### src/rtl/arb_calibration_ctrl.sv
`default_nettype none
// ============================================================================
// Module   : arb_calibration_ctrl
// Brief    : Repeated-race calibration of an arbiter bank; majority response
//            plus reliability flag per channel.
// Revision : 1.0
// ============================================================================
module arb_calibration_ctrl #(
    parameter int CHANNELS = 4,
    parameter int REPEAT   = 16,
    parameter int SETTLE   = 4,
    parameter int THRESH   = 2,
    parameter int CNT_W    = $clog2(REPEAT + 1)
) (
    input  logic                      clk,
    input  logic                      rst,
    input  logic                      start,
    input  logic                      abort,
    input  logic [CHANNELS-1:0]       arb_q,
    input  logic [CHANNELS-1:0]       arb_stable,
    output logic                      arb_rst,
    output logic                      launch,
    output logic                      busy,
    output logic                      done,
    output logic [CHANNELS-1:0]       resp,
    output logic [CHANNELS-1:0]       reliable,
    output logic [CHANNELS*CNT_W-1:0] ones_cnt,
    output logic [CHANNELS*CNT_W-1:0] meta_cnt
);

    localparam int WAIT_W = (SETTLE > 1) ? $clog2(SETTLE) : 1;

    localparam logic [WAIT_W-1:0] c_WAIT_LAST = WAIT_W'(SETTLE - 1);
    localparam logic [CNT_W-1:0]  c_REP_LAST  = CNT_W'(REPEAT - 1);
    localparam logic [CNT_W-1:0]  c_HALF      = CNT_W'(REPEAT / 2);
    localparam logic [CNT_W-1:0]  c_HI        = CNT_W'(REPEAT - THRESH);
    localparam logic [CNT_W-1:0]  c_LO        = CNT_W'(THRESH);

    typedef enum logic [2:0] {
        S_IDLE   = 3'd0,
        S_CLEAR  = 3'd1,
        S_LAUNCH = 3'd2,
        S_WAIT   = 3'd3,
        S_SAMPLE = 3'd4,
        S_DONE   = 3'd5
    } state_t;

    state_t              state_q, state_d;
    logic [WAIT_W-1:0]   wait_q, wait_d;
    logic [CNT_W-1:0]    rep_q, rep_d;
    logic [CNT_W-1:0]    ones_q [CHANNELS];
    logic [CNT_W-1:0]    ones_d [CHANNELS];
    logic [CNT_W-1:0]    meta_q [CHANNELS];
    logic [CNT_W-1:0]    meta_d [CHANNELS];
    logic [CNT_W-1:0]    res_ones_q [CHANNELS];
    logic [CNT_W-1:0]    res_ones_d [CHANNELS];
    logic [CNT_W-1:0]    res_meta_q [CHANNELS];
    logic [CNT_W-1:0]    res_meta_d [CHANNELS];
    logic [CHANNELS-1:0] resp_q, resp_d;
    logic [CHANNELS-1:0] rel_q, rel_d;
    logic                arb_rst_q, arb_rst_d;
    logic                launch_q, launch_d;
    logic                busy_q, busy_d;
    logic                done_q, done_d;
    logic                w_enter_done;

    always_ff @(posedge clk or posedge rst) begin
        if (rst) begin
            state_q <= S_IDLE;
        end else begin
            state_q <= state_d;
        end
    end

    always_comb begin
        state_d = state_q;
        case (state_q)
            S_IDLE:   if (start) state_d = S_CLEAR;
            S_CLEAR:  state_d = S_LAUNCH;
            S_LAUNCH: state_d = S_WAIT;
            S_WAIT:   if (wait_q == c_WAIT_LAST) state_d = S_SAMPLE;
            S_SAMPLE: state_d = (rep_q == c_REP_LAST) ? S_DONE : S_CLEAR;
            S_DONE:   state_d = S_IDLE;
            default:  state_d = S_IDLE;
        endcase
        // Abort overrides every transition, including the one into DONE.
        if (abort && (state_q != S_IDLE)) begin
            state_d = S_IDLE;
        end
    end

    assign w_enter_done = (state_q == S_SAMPLE) && (state_d == S_DONE);

    always_comb begin
        wait_d = (state_q == S_WAIT) ? wait_q + WAIT_W'(1) : '0;

        rep_d = rep_q;
        if (state_q == S_IDLE) begin
            rep_d = '0;
        end else if ((state_q == S_SAMPLE) && (state_d == S_CLEAR)) begin
            rep_d = rep_q + CNT_W'(1);
        end

        resp_d = resp_q;
        rel_d  = rel_q;
        for (int i = 0; i < CHANNELS; i++) begin
            ones_d[i]     = ones_q[i];
            meta_d[i]     = meta_q[i];
            res_ones_d[i] = res_ones_q[i];
            res_meta_d[i] = res_meta_q[i];

            if (state_q == S_IDLE) begin
                ones_d[i] = '0;
                meta_d[i] = '0;
            end else if ((state_q == S_SAMPLE) && !abort) begin
                if (arb_stable[i]) begin
                    ones_d[i] = ones_q[i] + CNT_W'(arb_q[i]);
                end else begin
                    meta_d[i] = meta_q[i] + CNT_W'(1);
                end
            end

            // Results are taken from the post-sample values of the last run.
            if (w_enter_done) begin
                res_ones_d[i] = ones_d[i];
                res_meta_d[i] = meta_d[i];
                resp_d[i]     = (ones_d[i] > c_HALF);
                rel_d[i]      = (meta_d[i] == '0) &&
                                ((ones_d[i] >= c_HI) || (ones_d[i] <= c_LO));
            end
        end

        arb_rst_d = (state_d == S_IDLE) || (state_d == S_CLEAR) || (state_d == S_DONE);
        launch_d  = (state_d == S_LAUNCH);
        busy_d    = (state_d != S_IDLE);
        done_d    = (state_d == S_DONE);
    end

    always_ff @(posedge clk or posedge rst) begin
        if (rst) begin
            wait_q    <= '0;
            rep_q     <= '0;
            resp_q    <= '0;
            rel_q     <= '0;
            arb_rst_q <= 1'b1;
            launch_q  <= 1'b0;
            busy_q    <= 1'b0;
            done_q    <= 1'b0;
            for (int i = 0; i < CHANNELS; i++) begin
                ones_q[i]     <= '0;
                meta_q[i]     <= '0;
                res_ones_q[i] <= '0;
                res_meta_q[i] <= '0;
            end
        end else begin
            wait_q    <= wait_d;
            rep_q     <= rep_d;
            resp_q    <= resp_d;
            rel_q     <= rel_d;
            arb_rst_q <= arb_rst_d;
            launch_q  <= launch_d;
            busy_q    <= busy_d;
            done_q    <= done_d;
            for (int i = 0; i < CHANNELS; i++) begin
                ones_q[i]     <= ones_d[i];
                meta_q[i]     <= meta_d[i];
                res_ones_q[i] <= res_ones_d[i];
                res_meta_q[i] <= res_meta_d[i];
            end
        end
    end

    assign arb_rst  = arb_rst_q;
    assign launch   = launch_q;
    assign busy     = busy_q;
    assign done     = done_q;
    assign resp     = resp_q;
    assign reliable = rel_q;

    generate
        for (genvar g = 0; g < CHANNELS; g++) begin : g_pack
            assign ones_cnt[g*CNT_W +: CNT_W] = res_ones_q[g];
            assign meta_cnt[g*CNT_W +: CNT_W] = res_meta_q[g];
        end
    endgenerate

endmodule
`default_nettype wire

### config.mk
export PLATFORM = sky130hd
export DESIGN_NAME = arb_calibration_ctrl
export DESIGN_NICKNAME = d
export VERILOG_FILES = /design/src/rtl/arb_calibration_ctrl.sv
export SDC_FILE = /design/constraint.sdc
export NUM_CORES = 1
export LEC_CHECK = 0
export BUFFER_PORTS_ARGS = -buffer_cell sky130_fd_sc_hd__buf_2
export CORE_ASPECT_RATIO = 0.9
export CORE_MARGIN = 1.5
export CORE_UTILIZATION = 45
export CTS_CLUSTER_DIAMETER = 60
export DETAILED_ROUTE_END_ITERATION = 7
export GPL_TIMING_DRIVEN = 0
export PLACE_DENSITY_LB_ADDON = 0.12
export SLEW_MARGIN = 10
export SYNTH_ARGS = -nofsm -noshare
export SYNTH_HDL_FRONTEND = slang
export SYNTH_SLANG_ARGS = --single-unit
### constraint.sdc
create_clock -name clk -period 6.2 [get_ports clk]
set_input_delay 0.62 -clock clk [delete_from_list [all_inputs] [get_ports clk]]
set_output_delay 0.62 -clock clk [all_outputs]
set_load 0.01 [all_outputs]
==> out/qor.csv, run 1 <==
metric,value,unit
CP Cell Sequence,ha_1 > and3_1 > ha_1 > a32oi_1 > or3_1 > clkbuf_1 > inv_1 > clkbuf_1 > clkbuf_1 > nand2_1 > nand2_1,
Max Fclk,297,MHz
Slew @ Worst Pin,763,ps
Yosys reg bits,102,
Max-Cap Viols,0,
Worst EP arrival,3660,ps
"Max FO, Critical Path",10,
worst-skew pair later-pin latency,350,ps
Initial Util,46.3,%
"count leader, synth",nand2_1,
P_int,1.01,mW
crit path capture type,register,
DIE HEIGHT,100,µm
crit share post-route,54.4,%
Yosys top cell area share,53.3,%
global-route usage over all layers,21.6,%
routed wl met2,5280,µm
# diodes,0,
critical path required time,6490,ps
post-synth net total,512,
Leakage,2.96,nW
Setup Buffers After CTS,0,
Final min period,3370,ps
RR Endpoint,ones_cnt[6]$_DFFE_PP0P_,
routed via count,3739,
Post-Syn Area per Cell,9.78,µm²
nets,584,
die area,0.0112,mm²
drt total wl,11500,µm
"EDFF count, synth",0,
# resized after CTS,0,
fin. max-slew vios,0,
Rel. slew slack,49.1,%
DR vias/cell,5.41,
Die W,111,µm
unrepaired setup endpoints after global routing,false,
largest net degree at the start of global routing,55,
Max Used Layer,met4,
H-tree depth,3,
CP startpoint kind,register,
Fillers,965,
clock sinks,102,
Pre-Repair DR Iteration Count,4,
"Warnings, synthesis",0,
Reg2Reg Depth,11,
outcome,finished clean,
Mapped Cells,485,
Core Region,0.0102,mm²
r2r setup slk,2830,ps
min-delay worst type,in -> async,
sw frac,25.0,%
first-pass GRT wire length,18700,µm
cts hold-fix bufs,0,
Critical Path Slowest Stage Cell,clkbuf_1,
num rows,35,
Routed met1 length,5360,µm
setup_tns,0,ps
critical path class,reg -> reg,
family with the most delay on the worst path,buffers and inverters,
port bufs,60,
Area contributors post-synth,"dfrtp_1, nand2_1, ha_1",
worst-case clock buffer depth,2,
CTS tree,done,
Reg-to-Reg Start,rep_q[0]$_DFFE_PP0P_,
antenna violations before repair,0,
Synth top cells by count,"nand2_1, dfrtp_1, o21ai_0",
Layout Area Growth over Synthesis,16.8,%
share of cells above drive strength 1,19.6,%
Logic pwr share,6.7,%
routed len/inst,16.6,µm
cell taking the most area after synthesis,dfrtp_1,
vias in the first global route,3558,
drt drc,0,
sequential share of the synthesized area,53.8,%
"FFs w/ async S/R, synth",100,%
final instance area,0.00554,mm²
"Cell Area, Synth",0.00474,mm²
number of DRC markers in iteration 0,206,
clock buffer count from CTS,9,
"Top FF cell, synth",dfrtp_1,
Net Sw Power,0.337,mW
final hold vios,0,
Synth cell types,53,
Clk pwr share,43.3,%
pwr dens,243,mW/mm²
routability-driven placement congestion ratio,0.850,
HPWL after DPL,8010,µm
Worst IR Drop VDD,0.191,mV
"Setup violations, final",0,
Final Util,54.1,%
Root Buffer,clkbuf_16,
post-route antenna net violation count,0,
worst path bufs/invs,4,
register share of total power,50.0,%
CP peak stage delay,600,ps
Ports,64,
global route total overflow,0,
area post-placement,0.00524,mm²
"Top cell by count, worst path",clkbuf_1,
clock transition at the registers of the reported paths,70,ps
WL met3,673,µm
Clock Skews,11.0,ps
per-stage QoR:
stage / cells / power (mW) / worst slack [ps] / hold slack [ps]
CTS: 691 / 1.35 / 2730 / 408
detailed placement: 675 / 0.778 / 2770 / 435
floorplan: 485 / 0.741 / 2910 / 409
global route: 691 / 1.39 / 2550 / 448
finish: 691 / 1.35 / 2830 / 384
global placement: 674 / 0.775 / 1730 / 423
cells by family (layout without fill, tap and decap cells):
family | after synthesis | count (layout) | share of synthesized area [%]
compound gates | 80 | 80 | 11.2
mux | 14 | 14 | 3.22
simple gates | 208 | 208 | 20.4
fa+ha+maj | 15 | 15 | 3.96
flops | 102 | 102 | 53.8
buf+inv | 50 | 127 | 4.46
xor+xnor | 16 | 16 | 2.95
power by group through the flow:
stage               logic (mW)  registers (mW)  clock network (mW)
floorplan               0.0526           0.688                   0
detailed placement      0.0915           0.686                   0
CTS                     0.0920           0.673               0.590
global placement        0.0884           0.686                   0
global route             0.101           0.674               0.619
finish                  0.0906           0.673               0.584
registers in the layout, summed over array words and instances (netlist names):
name	cells
ones_cnt	20
rep_q	5
meta_cnt	20
reliable	4
busy	1
launch	1
arb_rst	1
state_q	3
ones_q	20
done	1
wait_q	2
meta_q	20
resp	4
final cells by class:
class,count,area [µm²],share of cell area [%]
inverter,24,92.6,1.67
clock inverter,7,78.8,1.42
buffer,26,121,2.19
tap,129,161,2.91
multi-input combinational,333,1980,35.7
timing repair buffer,61,328,5.92
sequential,102,2550,46.1
clock buffer,9,225,4.07
cells in the final DEF, fill, tap and decap left out, types with 3 or more instances in the layout:
cell type and instances:
a21oi_1 7, a31oi_1 8, buf_2 64, clkbuf_1 19, clkbuf_16 9, dfrtp_1 101, ha_1 15, inv_1 23
inv_6 3, mux2_2 10, mux2i_1 4, nand2_1 108, nand3_1 21, nand4_1 15, nor2_1 26, nor3_1 12
o211ai_1 3, o21ai_0 32, o21ai_1 5, o31ai_1 5, o41ai_2 3, or2_2 3, or3_1 6, xnor2_1 7
xor2_1 9
routing by layer:
layer	track usage [%]	vias up
li1	-	1809
met1	29.9	1829
met2	34.1	87
met3	5.68	14
met4	5.45	0
met5	0	-
worst reg2reg max path: stages, from the launching register on:
cell,delay (ps)
dfrtp_1,390
ha_1,210
and3_1,180
ha_1,190
a32oi_1,120
or3_1,360
clkbuf_1,300
inv_1,200
clkbuf_1,600
clkbuf_1,500
nand2_1,180
nand2_1,90
how the worst max path moves through the flow:
stage,start,to,slack (ps),depth (start not counted)
4_1_cts,rep_q[0]$_DFFE_PP0P_,ones_cnt[6]$_DFFE_PP0P_,2730,11
5_1_grt,rep_q[0]$_DFFE_PP0P_,ones_cnt[6]$_DFFE_PP0P_,2550,11
3_5_place_dp,rep_q[0]$_DFFE_PP0P_,ones_cnt[6]$_DFFE_PP0P_,2770,11
6_report,rep_q[0]$_DFFE_PP0P_,ones_cnt[6]$_DFFE_PP0P_,2830,11
2_1_floorplan,rst,busy$_DFF_PP0_,2910,1
3_3_place_gp,rst,meta_cnt[12]$_DFFE_PP0P_,1730,2
Note: power is estimated with default switching activity, not from simulation.
==> run 2: changes to the inputs <==
- ABC_AREA: default -> 1
- clock period: 6.2 -> 3.4 ns (I/O delays scaled with it)
==> out/qor.csv, run 2 <==
metric,value,unit
antenna violations before repair,0,
nets,786,
critical path required time,3690,ps
register share of total power,47.0,%
vias in the first global route,4667,
Net Sw Power,0.778,mW
DR vias/cell,5.09,
Worst path depth,10,
family with the most delay on the worst path,simple AND/OR/NAND/NOR gates,
global-route usage over all layers,23.9,%
P_int,1.90,mW
WHS Path Cells,3,
most frequent cells in the layout,"nand2_1, dfrtp_1, inv_1, nand3_1, buf_2",
Core Region,0.0115,mm²
area post-placement,0.00584,mm²
Max Fclk,439,MHz
Leakage,3.53,nW
CTS tree,done,
CP peak stage delay,430,ps
"most common cell after layout, fill and taps aside",nand2_1,
# resized after CTS,0,
Initial Util,46.2,%
Synth top cells by count,"nand2_1, dfrtp_1, inv_1",
post-synth net total,713,
fin. max-slew vios,0,
Root Buffer,clkbuf_16,
unrepaired setup endpoints after global routing,false,
final instance area,0.00613,mm²
Post-Syn Area per Cell,7.74,µm²
drt drc,0,
worst-case clock buffer depth,2,
routed len/inst,15.0,µm
setup_tns,0,ps
Die W,117,µm
"Max FO, Critical Path",10,
final hold vios,0,
Logic pwr share,15.2,%
clock sinks,102,
num rows,37,
CP Cell Sequence,nor2_4 > inv_2 > nor2_4 > inv_2 > buf_1 > nand3_1 > nand3_1 > nor2_1 > nand2_1 > nand2_1,
clock transition at the registers of the reported paths,60,ps
sw frac,29.0,%
crit share post-route,66.9,%
crit path capture type,register,
largest net degree at the start of global routing,80,
worst-skew pair later-pin latency,360,ps
Pre-Repair DR Iteration Count,5,
Worst IR Drop VDD,0.267,mV
RR Endpoint,reliable[2]$_DFFE_PP0P_,
"Warnings, synthesis",0,
"count leader, synth",nand2_1,
Slew @ Worst Pin,633,ps
Hold Crit Start,abort,
Area contributors post-synth,"dfrtp_1, nand2_1, nand3_1",
WHS Endpoint,arb_rst$_DFF_PP1_,
critical path class,reg -> reg,
Max-Cap Viols,0,
die area,0.0125,mm²
Clk pwr share,37.8,%
"FFs w/ async S/R, synth",100,%
HPWL after DPL,9890,µm
Rel. slew slack,57.8,%
Mapped Cells,686,
outcome,finished clean,
# diodes,0,
"Cell Area, Synth",0.00531,mm²
Yosys top cell area share,47.6,%
routed via count,4680,
Reg-to-Reg Start,state_q[1]$_DFF_PP0_,
Ports,64,
sequential share of the synthesized area,48.1,%
post-route antenna net violation count,0,
min-delay worst type,in -> reg,
H-tree depth,3,
Worst EP arrival,2560,ps
Reg2Reg Depth,10,
"Setup violations, final",0,
drt total wl,13800,µm
Yosys reg bits,102,
Layout Area Growth over Synthesis,15.6,%
CP startpoint kind,register,
clock buffer count from CTS,9,
"Top FF cell, synth",dfrtp_1,
port bufs,60,
DIE HEIGHT,106,µm
worst path bufs/invs,3,
Critical Path Slowest Stage Cell,dfrtp_1,
first-pass GRT wire length,23300,µm
Final min period,2280,ps
number of DRC markers in iteration 0,317,
r2r setup slk,1120,ps
Synth cell types,33,
global route total overflow,0,
routability-driven placement congestion ratio,0.853,
share of cells above drive strength 1,14.7,%
Pwr Total,2.68,mW
pwr dens,437,mW/mm²
cell taking the most area after synthesis,dfrtp_1,
"EDFF count, synth",0,
Clock Skews,9.91,ps
[run 2: cell types whose count changed after synthesis, sizes merged, moves of 7 or more]
cell,change
o21bai,+9
clkbuf,-13
inv,+84
nor2,+39
mux2,-10
nand3,+66
buf,+11
o21ai,+17
nor3,-11
a31oi,-8
nand2,+77
or3,-7
[run 2: per-layer routing]
metal  up-vias  part of all wire, %  track usage (%)
met4         0                  2.1             8.80
met5         -                    0                0
met3        20                  5.0             4.72
li1       2311                    -                -
met1      2222                   46             31.2
met2       127                   47             39.7
[run 2: worst register-to-register path, cell delays in order, from the launching register on]
cell and delay (ps):
dfrtp_1 430, nor2_4 330, inv_2 110, nor2_4 200
inv_2 160, buf_1 330, nand3_1 250, nand3_1 110
nor2_1 160, nand2_1 80, nand2_1 60
[run 2: kinds of logic after synthesis]
logic type                 after synthesis  share of synthesized area (%)
buffers and inverters                  132                           10.0
adders and majority gates               15                           3.54
DFF                                    102                           48.1
AOI/OAI and AO/OA                       78                           8.41
and+or+nand+nor                        354                           29.1
xor gates and xnor gates                 5                          0.825
[run 2: final cells by class]
type | count | area (µm²)
Fill cell | 1144 | 5350
Tap cell | 156 | 195
Buffer | 24 | 128
Inverter | 108 | 410
Timing Repair Buffer | 62 | 338
Multi-Input combinational cell | 452 | 2220
Sequential cell | 102 | 2550
Clock buffer | 15 | 288
[run 2: through the flow]
stage	setup WS, ps	util, %	std cells	hold slack [ps]
2_1_floorplan	386	-	686	408
3_3_place_gp	-873	50.6	902	419
3_5_place_dp	1110	50.8	903	306
4_1_cts	1080	53.4	919	268
5_1_grt	948	53.4	919	279
6_report	1120	53.4	919	277
[run 2: repair_timing]
action	in CTS	in global routing
buffers inserted	0	0
endpoints found under the hold margin	22	0
hold buffers	1	0
[run 2: worst max-delay path by stage]
stage | startpoint | endpoint | slack (ps)
floorplan | rst | busy$_DFF_PP0_ | 390
global placement | rst | done$_DFF_PP0_ | -870
detailed placement | state_q[1]$_DFF_PP0_ | reliable[1]$_DFFE_PP0P_ | 1110
CTS | state_q[1]$_DFF_PP0_ | reliable[1]$_DFFE_PP0P_ | 1080
global route | state_q[1]$_DFF_PP0_ | reliable[2]$_DFFE_PP0P_ | 950
finish | state_q[1]$_DFF_PP0_ | reliable[2]$_DFFE_PP0P_ | 1120
[run 2: power groups by stage]
stage                     Combinational (mW)  Clock (mW)  Sequential, mW
after global placement                 0.405           0            1.28
after global routing                   0.449        1.09            1.26
after floorplan                        0.248           0            1.29
final                                  0.408        1.01            1.26
after CTS                              0.411        1.04            1.26
after detailed placement               0.411           0            1.28
